`src/rtl/match_sequencer_pkg.sv`:
```
// Shared constants for the pong match sequencer: FSM state encodings and default
// timing/win parameters, plus a small constant helper.
package match_sequencer_pkg;

    localparam logic [2:0] MS_IDLE  = 3'd0;
    localparam logic [2:0] MS_SERVE = 3'd1;
    localparam logic [2:0] MS_PLAY  = 3'd2;
    localparam logic [2:0] MS_POINT = 3'd3;
    localparam logic [2:0] MS_OVER  = 3'd4;

    localparam int DEF_TICK_DIV    = 131072;
    localparam int DEF_SERVE_TICKS = 64;
    localparam int DEF_POINT_TICKS = 96;
    localparam int DEF_WIN_SCORE   = 9;

    function automatic int max_int(input int a, input int b);
        return (a > b) ? a : b;
    endfunction

endpackage

```
`src/rtl/match_sequencer_tick.sv`:
```
// Free-running clock divider: counts 0..DIV-1 and flags the last count as a one-cycle tick.
module tick_divider
    import match_sequencer_pkg::*;
#(
    parameter int DIV = DEF_TICK_DIV
) (
    input  logic clk,
    input  logic rst,
    output logic tick
);

    localparam int            CW   = (DIV > 1) ? $clog2(DIV) : 1;
    localparam logic [CW-1:0] LAST = CW'(DIV - 1);

    logic [CW-1:0] cnt_q;
    logic [CW-1:0] cnt_d;

    assign tick = (cnt_q == LAST);

    always_comb begin
        cnt_d = tick ? '0 : cnt_q + CW'(1);
    end

    always_ff @(posedge clk) begin
        if (!rst) begin
            cnt_q <= '0;
        end else begin
            cnt_q <= cnt_d;
        end
    end

endmodule

```
`src/rtl/match_sequencer.sv`:
```
// Match-level controller for pong: sequences attract/serve/play/point/game-over, paces the
// ball/pad engine with slowed tick enables and keeps both scores.
module match_sequencer
    import match_sequencer_pkg::*;
#(
    parameter int TICK_DIV    = DEF_TICK_DIV,
    parameter int SERVE_TICKS = DEF_SERVE_TICKS,
    parameter int POINT_TICKS = DEF_POINT_TICKS,
    parameter int WIN_SCORE   = DEF_WIN_SCORE
) (
    input  logic       clk,
    input  logic       rst,
    input  logic       start,
    input  logic       miss_left,
    input  logic       miss_right,
    output logic       pad_tick,
    output logic       game_tick,
    output logic       ball_restart,
    output logic       serve_dir,
    output logic [3:0] score_left,
    output logic [3:0] score_right,
    output logic       game_over,
    output logic       winner
);

    localparam int            DW         = $clog2(max_int(SERVE_TICKS, POINT_TICKS) + 1);
    localparam logic [DW-1:0] SERVE_LAST = DW'(SERVE_TICKS - 1);
    localparam logic [DW-1:0] POINT_LAST = DW'(POINT_TICKS - 1);
    localparam logic [3:0]    WIN        = 4'(WIN_SCORE);

    logic          tick;
    logic          start_edge;
    logic [2:0]    state_q, state_d;
    logic [DW-1:0] dly_q, dly_d;
    logic [3:0]    score_left_q, score_left_d;
    logic [3:0]    score_right_q, score_right_d;
    logic          start_q, start_d;
    logic          pad_tick_q, pad_tick_d;
    logic          game_tick_q, game_tick_d;
    logic          ball_restart_q, ball_restart_d;
    logic          serve_dir_q, serve_dir_d;
    logic          game_over_q, game_over_d;
    logic          winner_q, winner_d;

    tick_divider #(.DIV(TICK_DIV)) u_tick_divider (
        .clk  (clk),
        .rst  (rst),
        .tick (tick)
    );

    always_comb begin
        start_edge     = start & ~start_q;
        start_d        = start;
        state_d        = state_q;
        dly_d          = dly_q;
        score_left_d   = score_left_q;
        score_right_d  = score_right_q;
        serve_dir_d    = serve_dir_q;
        game_over_d    = game_over_q;
        winner_d       = winner_q;
        ball_restart_d = 1'b0;
        // Tick enables look at the state before any transition taken this cycle.
        pad_tick_d     = tick & ((state_q == MS_SERVE) | (state_q == MS_PLAY));
        game_tick_d    = tick & (state_q == MS_PLAY);

        case (state_q)
            MS_IDLE: begin
                if (start_edge) begin
                    state_d        = MS_SERVE;
                    dly_d          = '0;
                    score_left_d   = 4'd0;
                    score_right_d  = 4'd0;
                    serve_dir_d    = 1'b0;
                    ball_restart_d = 1'b1;
                end
            end
            MS_SERVE: begin
                if (tick) begin
                    if (dly_q == SERVE_LAST) begin
                        state_d = MS_PLAY;
                        dly_d   = '0;
                    end else begin
                        dly_d = dly_q + DW'(1);
                    end
                end
            end
            MS_PLAY: begin
                // A simultaneous double miss credits the right player only.
                if (miss_left) begin
                    score_right_d = score_right_q + 4'd1;
                    serve_dir_d   = 1'b0;
                    state_d       = MS_POINT;
                    dly_d         = '0;
                end else if (miss_right) begin
                    score_left_d = score_left_q + 4'd1;
                    serve_dir_d  = 1'b1;
                    state_d      = MS_POINT;
                    dly_d        = '0;
                end
            end
            MS_POINT: begin
                if (tick) begin
                    if (dly_q == POINT_LAST) begin
                        dly_d = '0;
                        if ((score_left_q == WIN) || (score_right_q == WIN)) begin
                            state_d     = MS_OVER;
                            winner_d    = (score_right_q == WIN);
                            game_over_d = 1'b1;
                        end else begin
                            state_d        = MS_SERVE;
                            ball_restart_d = 1'b1;
                        end
                    end else begin
                        dly_d = dly_q + DW'(1);
                    end
                end
            end
            MS_OVER: begin
                if (start_edge) begin
                    state_d        = MS_SERVE;
                    dly_d          = '0;
                    score_left_d   = 4'd0;
                    score_right_d  = 4'd0;
                    game_over_d    = 1'b0;
                    serve_dir_d    = ~winner_q;
                    ball_restart_d = 1'b1;
                end
            end
            default: begin
                state_d = MS_IDLE;
                dly_d   = '0;
            end
        endcase
    end

    always_ff @(posedge clk) begin
        if (!rst) begin
            state_q        <= MS_IDLE;
            dly_q          <= '0;
            score_left_q   <= 4'd0;
            score_right_q  <= 4'd0;
            start_q        <= 1'b0;
            pad_tick_q     <= 1'b0;
            game_tick_q    <= 1'b0;
            ball_restart_q <= 1'b0;
            serve_dir_q    <= 1'b0;
            game_over_q    <= 1'b0;
            winner_q       <= 1'b0;
        end else begin
            state_q        <= state_d;
            dly_q          <= dly_d;
            score_left_q   <= score_left_d;
            score_right_q  <= score_right_d;
            start_q        <= start_d;
            pad_tick_q     <= pad_tick_d;
            game_tick_q    <= game_tick_d;
            ball_restart_q <= ball_restart_d;
            serve_dir_q    <= serve_dir_d;
            game_over_q    <= game_over_d;
            winner_q       <= winner_d;
        end
    end

    assign pad_tick     = pad_tick_q;
    assign game_tick    = game_tick_q;
    assign ball_restart = ball_restart_q;
    assign serve_dir    = serve_dir_q;
    assign score_left   = score_left_q;
    assign score_right  = score_right_q;
    assign game_over    = game_over_q;
    assign winner       = winner_q;

endmodule

```
`config.mk`:
```
export PLATFORM = sky130hd
export DESIGN_NAME = match_sequencer
export DESIGN_NICKNAME = d
export VERILOG_FILES = /design/src/rtl/match_sequencer_pkg.sv /design/src/rtl/match_sequencer_tick.sv /design/src/rtl/match_sequencer.sv
export SDC_FILE = /design/constraint.sdc
export NUM_CORES = 1
export LEC_CHECK = 0
export ABC_CLOCK_PERIOD_IN_PS = 5200
export BUFFER_PORTS_ARGS = -buffer_cell sky130_fd_sc_hd__clkbuf_2
export CAP_MARGIN = 10
export CORE_ASPECT_RATIO = 2
export CORE_MARGIN = 8
export CORE_UTILIZATION = 60
export CTS_BUF_LIST = sky130_fd_sc_hd__clkbuf_8
export CTS_CLUSTER_DIAMETER = 80
export DETAILED_ROUTE_END_ITERATION = 10
export HOLD_SLACK_MARGIN = 0.12
export PLACE_DENSITY = 0.82
export SLEW_MARGIN = 0
export SYNTH_ARGS = -nofsm -noshare
export SYNTH_HDL_FRONTEND = slang
export SYNTH_HIERARCHICAL = 1
export SYNTH_SLANG_ARGS = --single-unit
```
`constraint.sdc`:
```
create_clock -name clk -period 5.2 [get_ports clk]
set_input_delay 1.04 -clock clk [delete_from_list [all_inputs] [get_ports clk]]
set_output_delay 1.04 -clock clk [all_outputs]
set_load 0.02 [all_outputs]
```
== After elaboration in Yosys (flattened, before gate mapping) ==
Index checks and enable logic that the tools add are counted.

* Output and inout bits: 14
* Bits in registers: 42
* Logic and storage cells: 95
* Input bits: 5

* Equality and inequality tests: 21
* $add $sub $neg: 4
* Muxes and demuxes: 37
* Bitwise operators: 7
* Reduce and logical (&&, ||, !) cells: 14

{| class="wikitable"
|+ Operators with widths
! kind !! number
|-
| $mux 7 || 7
|-
| $pmux 7 s4 || 1
|-
| $mux 3 || 8
|-
| $ne 2x2->1 const B || 9
|-
| $add 17x1->17 const B || 1
|-
| $eq 17x17->1 const B || 1
|-
| $mux 4 || 4
|-
| $pmux 4 s2 || 2
|-
| $reduce_and 4->1 || 4
|-
| $pmux 3 s4 || 1
|-
| $mux 1 || 11
|-
| $add 4x1->4 const B || 2
|-
| $eq 4x4->1 const B || 2
|-
| $add 7x1->7 const B || 1
|-
| $eq 7x6->1 const B || 1
|-
| $eq 7x7->1 const B || 1
|-
| $eq 3x2->1 const B || 2
|-
| $reduce_and 6->1 || 1
|-
| $reduce_and 5->1 || 1
|-
| $ne 2x1->1 const B || 2
|-
| $pmux 1 s2 || 2
|-
| $reduce_bool 2->1 || 2
|-
| $reduce_or 2->1 || 2
|-
| $and 1x1->1 || 3
|-
| 10 further kinds || 12
|}

== Longest topological paths before layout ==
* Depth in word-level cells: 6
* Depth in mapped cells: 8
* Gate-level depth less buffers: 8

== Modules after synthesis ==
Netlist, hierarchy kept.

{| class="wikitable"
|+ Modules (own cells, without submodules)
! module !! area each (µm²) !! instances !! cells an instance
|-
| match_sequencer || 1353.8 || 1 || 157
|-
| tick_divider || 827.0 || 1 || 93
|}

== Worst setup path after synthesis ==
OpenSTA, ideal clock, no wires.

* Path kind: register to register
* From: register u_tick_divider.cnt_q[0]
* To: register winner_q, in the netlist winner
* Required time: 5.084 ns
* Arrival: 2.064 ns
* Library setup time: 0.116 ns
* Path buffers: 0
* Path slack: 3.020 ns
* Period minus slack after synthesis: 2.180 ns
* Cell stages (with the launch flop): 9
* Path through: dfxtp_1 -> ha_1 -> inv_1 -> nor4_1 -> ha_1 -> and3b_1 -> nand4_1 -> nand2b_1 -> a31o_2

* Cells in the longest elaborated chain, start to end: 2

{| class="wikitable"
|+ Ends and longest elaborated chain
! what !! RTL line !! text
|-
| start: declaration || match_sequencer_tick.sv:15 || <nowiki>logic [CW-1:0] cnt_q;</nowiki>
|-
| start signal: assignment || match_sequencer_tick.sv:28 || <nowiki>cnt_q <= cnt_d;</nowiki>
|-
| $eq 17x17->1 || match_sequencer_tick.sv:18 || <nowiki>assign tick = (cnt_q == LAST);</nowiki>
|-
| via tick || match_sequencer.sv:31 || <nowiki>logic tick;</nowiki>
|-
| $reduce_and 4->1 (no line) || n/a ||
|-
| end signal: assignment || match_sequencer.sv:160 || <nowiki>winner_q <= winner_d;</nowiki>
|-
| end: declaration || match_sequencer.sv:43 || <nowiki>logic winner_q, winner_d;</nowiki>
|}

The timed path passes the listed nets, and every way through them passes these cells.
A chain may end at the register's enable or synchronous reset.

== Worst setup path in the final report ==
* From: register u_tick_divider.cnt_q[2]
* To: register game_over_q, in the netlist game_over

* Cells in the longest elaborated chain, start to end: 3

{| class="wikitable"
|+ Ends and longest elaborated chain
! what !! RTL line !! text
|-
| $eq 17x17->1 || match_sequencer_tick.sv:18 ||
|-
| via tick || match_sequencer.sv:31 ||
|-
| $ne 2x2->1 (no line) || n/a ||
|-
| $reduce_and 5->1 (no line) || n/a ||
|-
| end signal: assignment || match_sequencer.sv:159 || <nowiki>game_over_q <= game_over_d;</nowiki>
|-
| end: declaration || match_sequencer.sv:42 || <nowiki>logic game_over_q, game_over_d;</nowiki>
|}

The timed path passes the listed nets, and every way through them passes these cells.

==> flow_summary.json <==
{
  "status": "complete, no violations",
  "finalCritPeriodShare": 0.5053,
  "root_buffer": "clkbuf_8",
  "slew_violations": 0,
  "drtAntennaViolNets": 0,
  "synth_top_area_frac": 0.3855,
  "critPathLaunchType": "flop",
  "grt_antenna_before_repair": 0,
  "fin_ws_ns": 2.573,
  "syn_area_um2": 2181,
  "rsz0062_at_grt": "false",
  "fmax_ghz": 0.3806,
  "ios": 19,
  "n_antenna_cell": 0,
  "cp.required_ns": 5.40,
  "initial_core_util": 0.6112,
  "post-route-min-period_ns": 2.627,
  "worst_pin_slew_ns": 0.8313,
  "cts.sinks": 42,
  "yosys-top-cells-area": "dfxtp_1 (39%), a21oi_1 (4.6%), ha_1 (4.0%), nand2b_1 (3.7%), nand2_1 (3.3%)",
  "p_leak_nw": 0.8214,
  "setup_tns_ns": 0,
  "hold_path.startpoint": "u_tick_divider/cnt_q[15]$_SDFF_PP0_",
  "drt_first_iter_violations": 82,
  "pre_cts_ws_ns": 2.641,
  "grt_remaining_overflow": 0,
  "dr.pass1.iters": 4,
  "area_growth_pct": 8.491,
  "yosysWarnings": 6,
  "path_cells": "nand4_4 > or2_1 > nor4_1 > ha_1 > and3b_1 > nand4_1 > nand2b_1 > a221oi_1",
  "track_usage": 0.1804,
  "synth.yosys.seq_area_share": 0.3855,
  "synth_most_common_cell": "dfxtp_1",
  "synthCells": 250,
  "cp_slowest_cell": "dfxtp_1",
  "yosys-top-cells-count": "dfxtp_1 (42), a21oi_1 (20), nand2_1 (19)",
  "hold_class": "flop to flop",
  "synth.distinct_cells": 52,
  "coreArea_um2": 3568,
  "h-tree-depth": 2,
  "skew_ns": 0.007698,
  "grt_start_max_net_pins": 24,
  "ys_ff_latch": 42,
  "cts_made_buffers": 5,
  "design_area_um2": 2366,
  "routedWlPerCell_um": 15.83,
  "cts_tree": "yes",
  "io_buffers": 18,
  "clock_path_buffers": 2,
  "vias": 1985,
  "synth_top_area_cell": "dfxtp_1",
  "holdBufCountCts": 0,
  "multi_input_comb_area_um2": 1256,
  "clk_pin_slew_ns": 0.08,
  "num-fill-cells": 327,
  "endpoint_kind": "flop",
  "slew_headroom": 0.4450,
  "grt_pass1_vias": 1965,
  "final_util": 0.6630,
  "r2r-start": "u_tick_divider/cnt_q[2]$_SDFF_PP0_",
  "slowest_delay_ns": 0.45,
  "grt_pass1_wl_mm": 8.438,
  "die_y_um": 101.3,
  "fin_nets": 276,
  "timing_worst_setup_path_type": "flop to flop",
  "drive_gt1_frac": 0.1283,
  "crit_fanout": 16,
  "synthFlopType": "dfxtp_1",
  "seqCellArea_um2": 840.8,
  "synth_edf_count": 0,
  "arrival_ns": 2.83,
  "rows": 31,
  "worstSetupStartpoint": "u_tick_divider/cnt_q[2]$_SDFF_PP0_",
  "peakVddDrop_mv": 0.1735,
  "synthArstFlopShare": 0,
  "cts_resized": 0,
  "dpl-instance-area_um2": 2271,
  "synthesis.nets": 262,
  "hpwl_mm": 3.730,
  "cts_setup_buffers": 0,
  "die_x_um": 58.63,
  "hold_viol_final": 0,
  "vias_per_cell": 6.322,
  "clk_latency_ns": 0.30,
  "drcViolationCount": 0,
  "power_density_nw_per_um2": 252.3,
  "setup_viol": 0,
  "dieArea_um2": 5937,
  "wirelength_mm": 4.971,
  "postSynthAreaPerCell_um2": 8.723,
  "gp_congestion": 0.8905,
  "cap_violations": 0
}
final timing paths:
path | slack, ns | to | cells after the start
worst max-delay path | 2.57 | game_over$_SDFFE_PN0P_ | 8
worst min-delay path | 0.48 | u_tick_divider/cnt_q[15]$_SDFF_PP0_ | 2
worst max register to register | 2.57 | game_over$_SDFFE_PN0P_ | 8
worst min register to register | 0.48 | u_tick_divider/cnt_q[15]$_SDFF_PP0_ | 2
through the flow:
step	power, mW	cells	hold WS [ns]
detailed placement	0.3841	306	0.4766
global placement	0.3832	306	0.4612
finish	0.5968	314	0.4790
CTS	0.6013	314	0.4859
global route	0.6201	314	0.5156
floorplan	0.3722	250	0.4430
critical path: cells and delay by family (launching register included):
| kind | cells | cell delay [ns] |
|---|---|---|
| AO/OA/AOI/OAI | 1 | 0.28 |
| adder cells (fa/ha/maj) | 1 | 0.39 |
| flip-flops | 1 | 0.45 |
| AND/OR/NAND/NOR | 6 | 1.42 |
power breakdown:
part           switching, mW  leakage, nW  internal [mW]
combinational         0.0255        0.434         0.0145
clock                  0.113       0.0472          0.107
sequential            0.0104        0.340          0.326
sequential cells by signal, summed over array words and instances (netlist names), 3 cells and up:
name,cells
dly_q,7
score_left,4
score_right,4
state_q,3
u_tick_divider/cnt_q,17
placed cells by master (no fill, tap or decap), types with 4 or more instances in the layout:
cell,count
nor2_1,16
nand3b_1,4
or4_1,6
o21ai_0,13
nand2_1,19
nand2b_1,13
mux2i_1,6
dfxtp_1,42
ha_1,7
a31oi_1,4
nand3_1,12
nand4_1,8
clkbuf_8,6
a21oi_1,20
inv_1,6
or3_1,7
clkbuf_2,18
nor4_1,5
routing by layer:
layer  track usage  vias up  routed length [um]
met4        0.1410        0                 282
li1              -      952                   -
met1        0.1609      947                1854
met2        0.3388       60                2689
met5             0        -                   0
met3       0.02926       26                 144
layout make-up:
cell class                 count  share of cell area
inverter                       6            0.009519
timing repair buffer          18             0.03808
clock inverter                 2            0.005288
multi-input combinational    191              0.5309
clock buffer                   6             0.03490
sequential                    42              0.3554
tap                           49             0.02591
cells by family after synthesis:
logic type / synth area share
muxes: 0.02754
DFF: 0.3855
buffers and inverters: 0.03843
AOI/OAI and AO/OA: 0.1681
and+or+nand+nor: 0.3161
xor gates and xnor gates: 0.02410
adders and majority gates: 0.04016
Note: power is estimated with default switching activity, not from simulation.
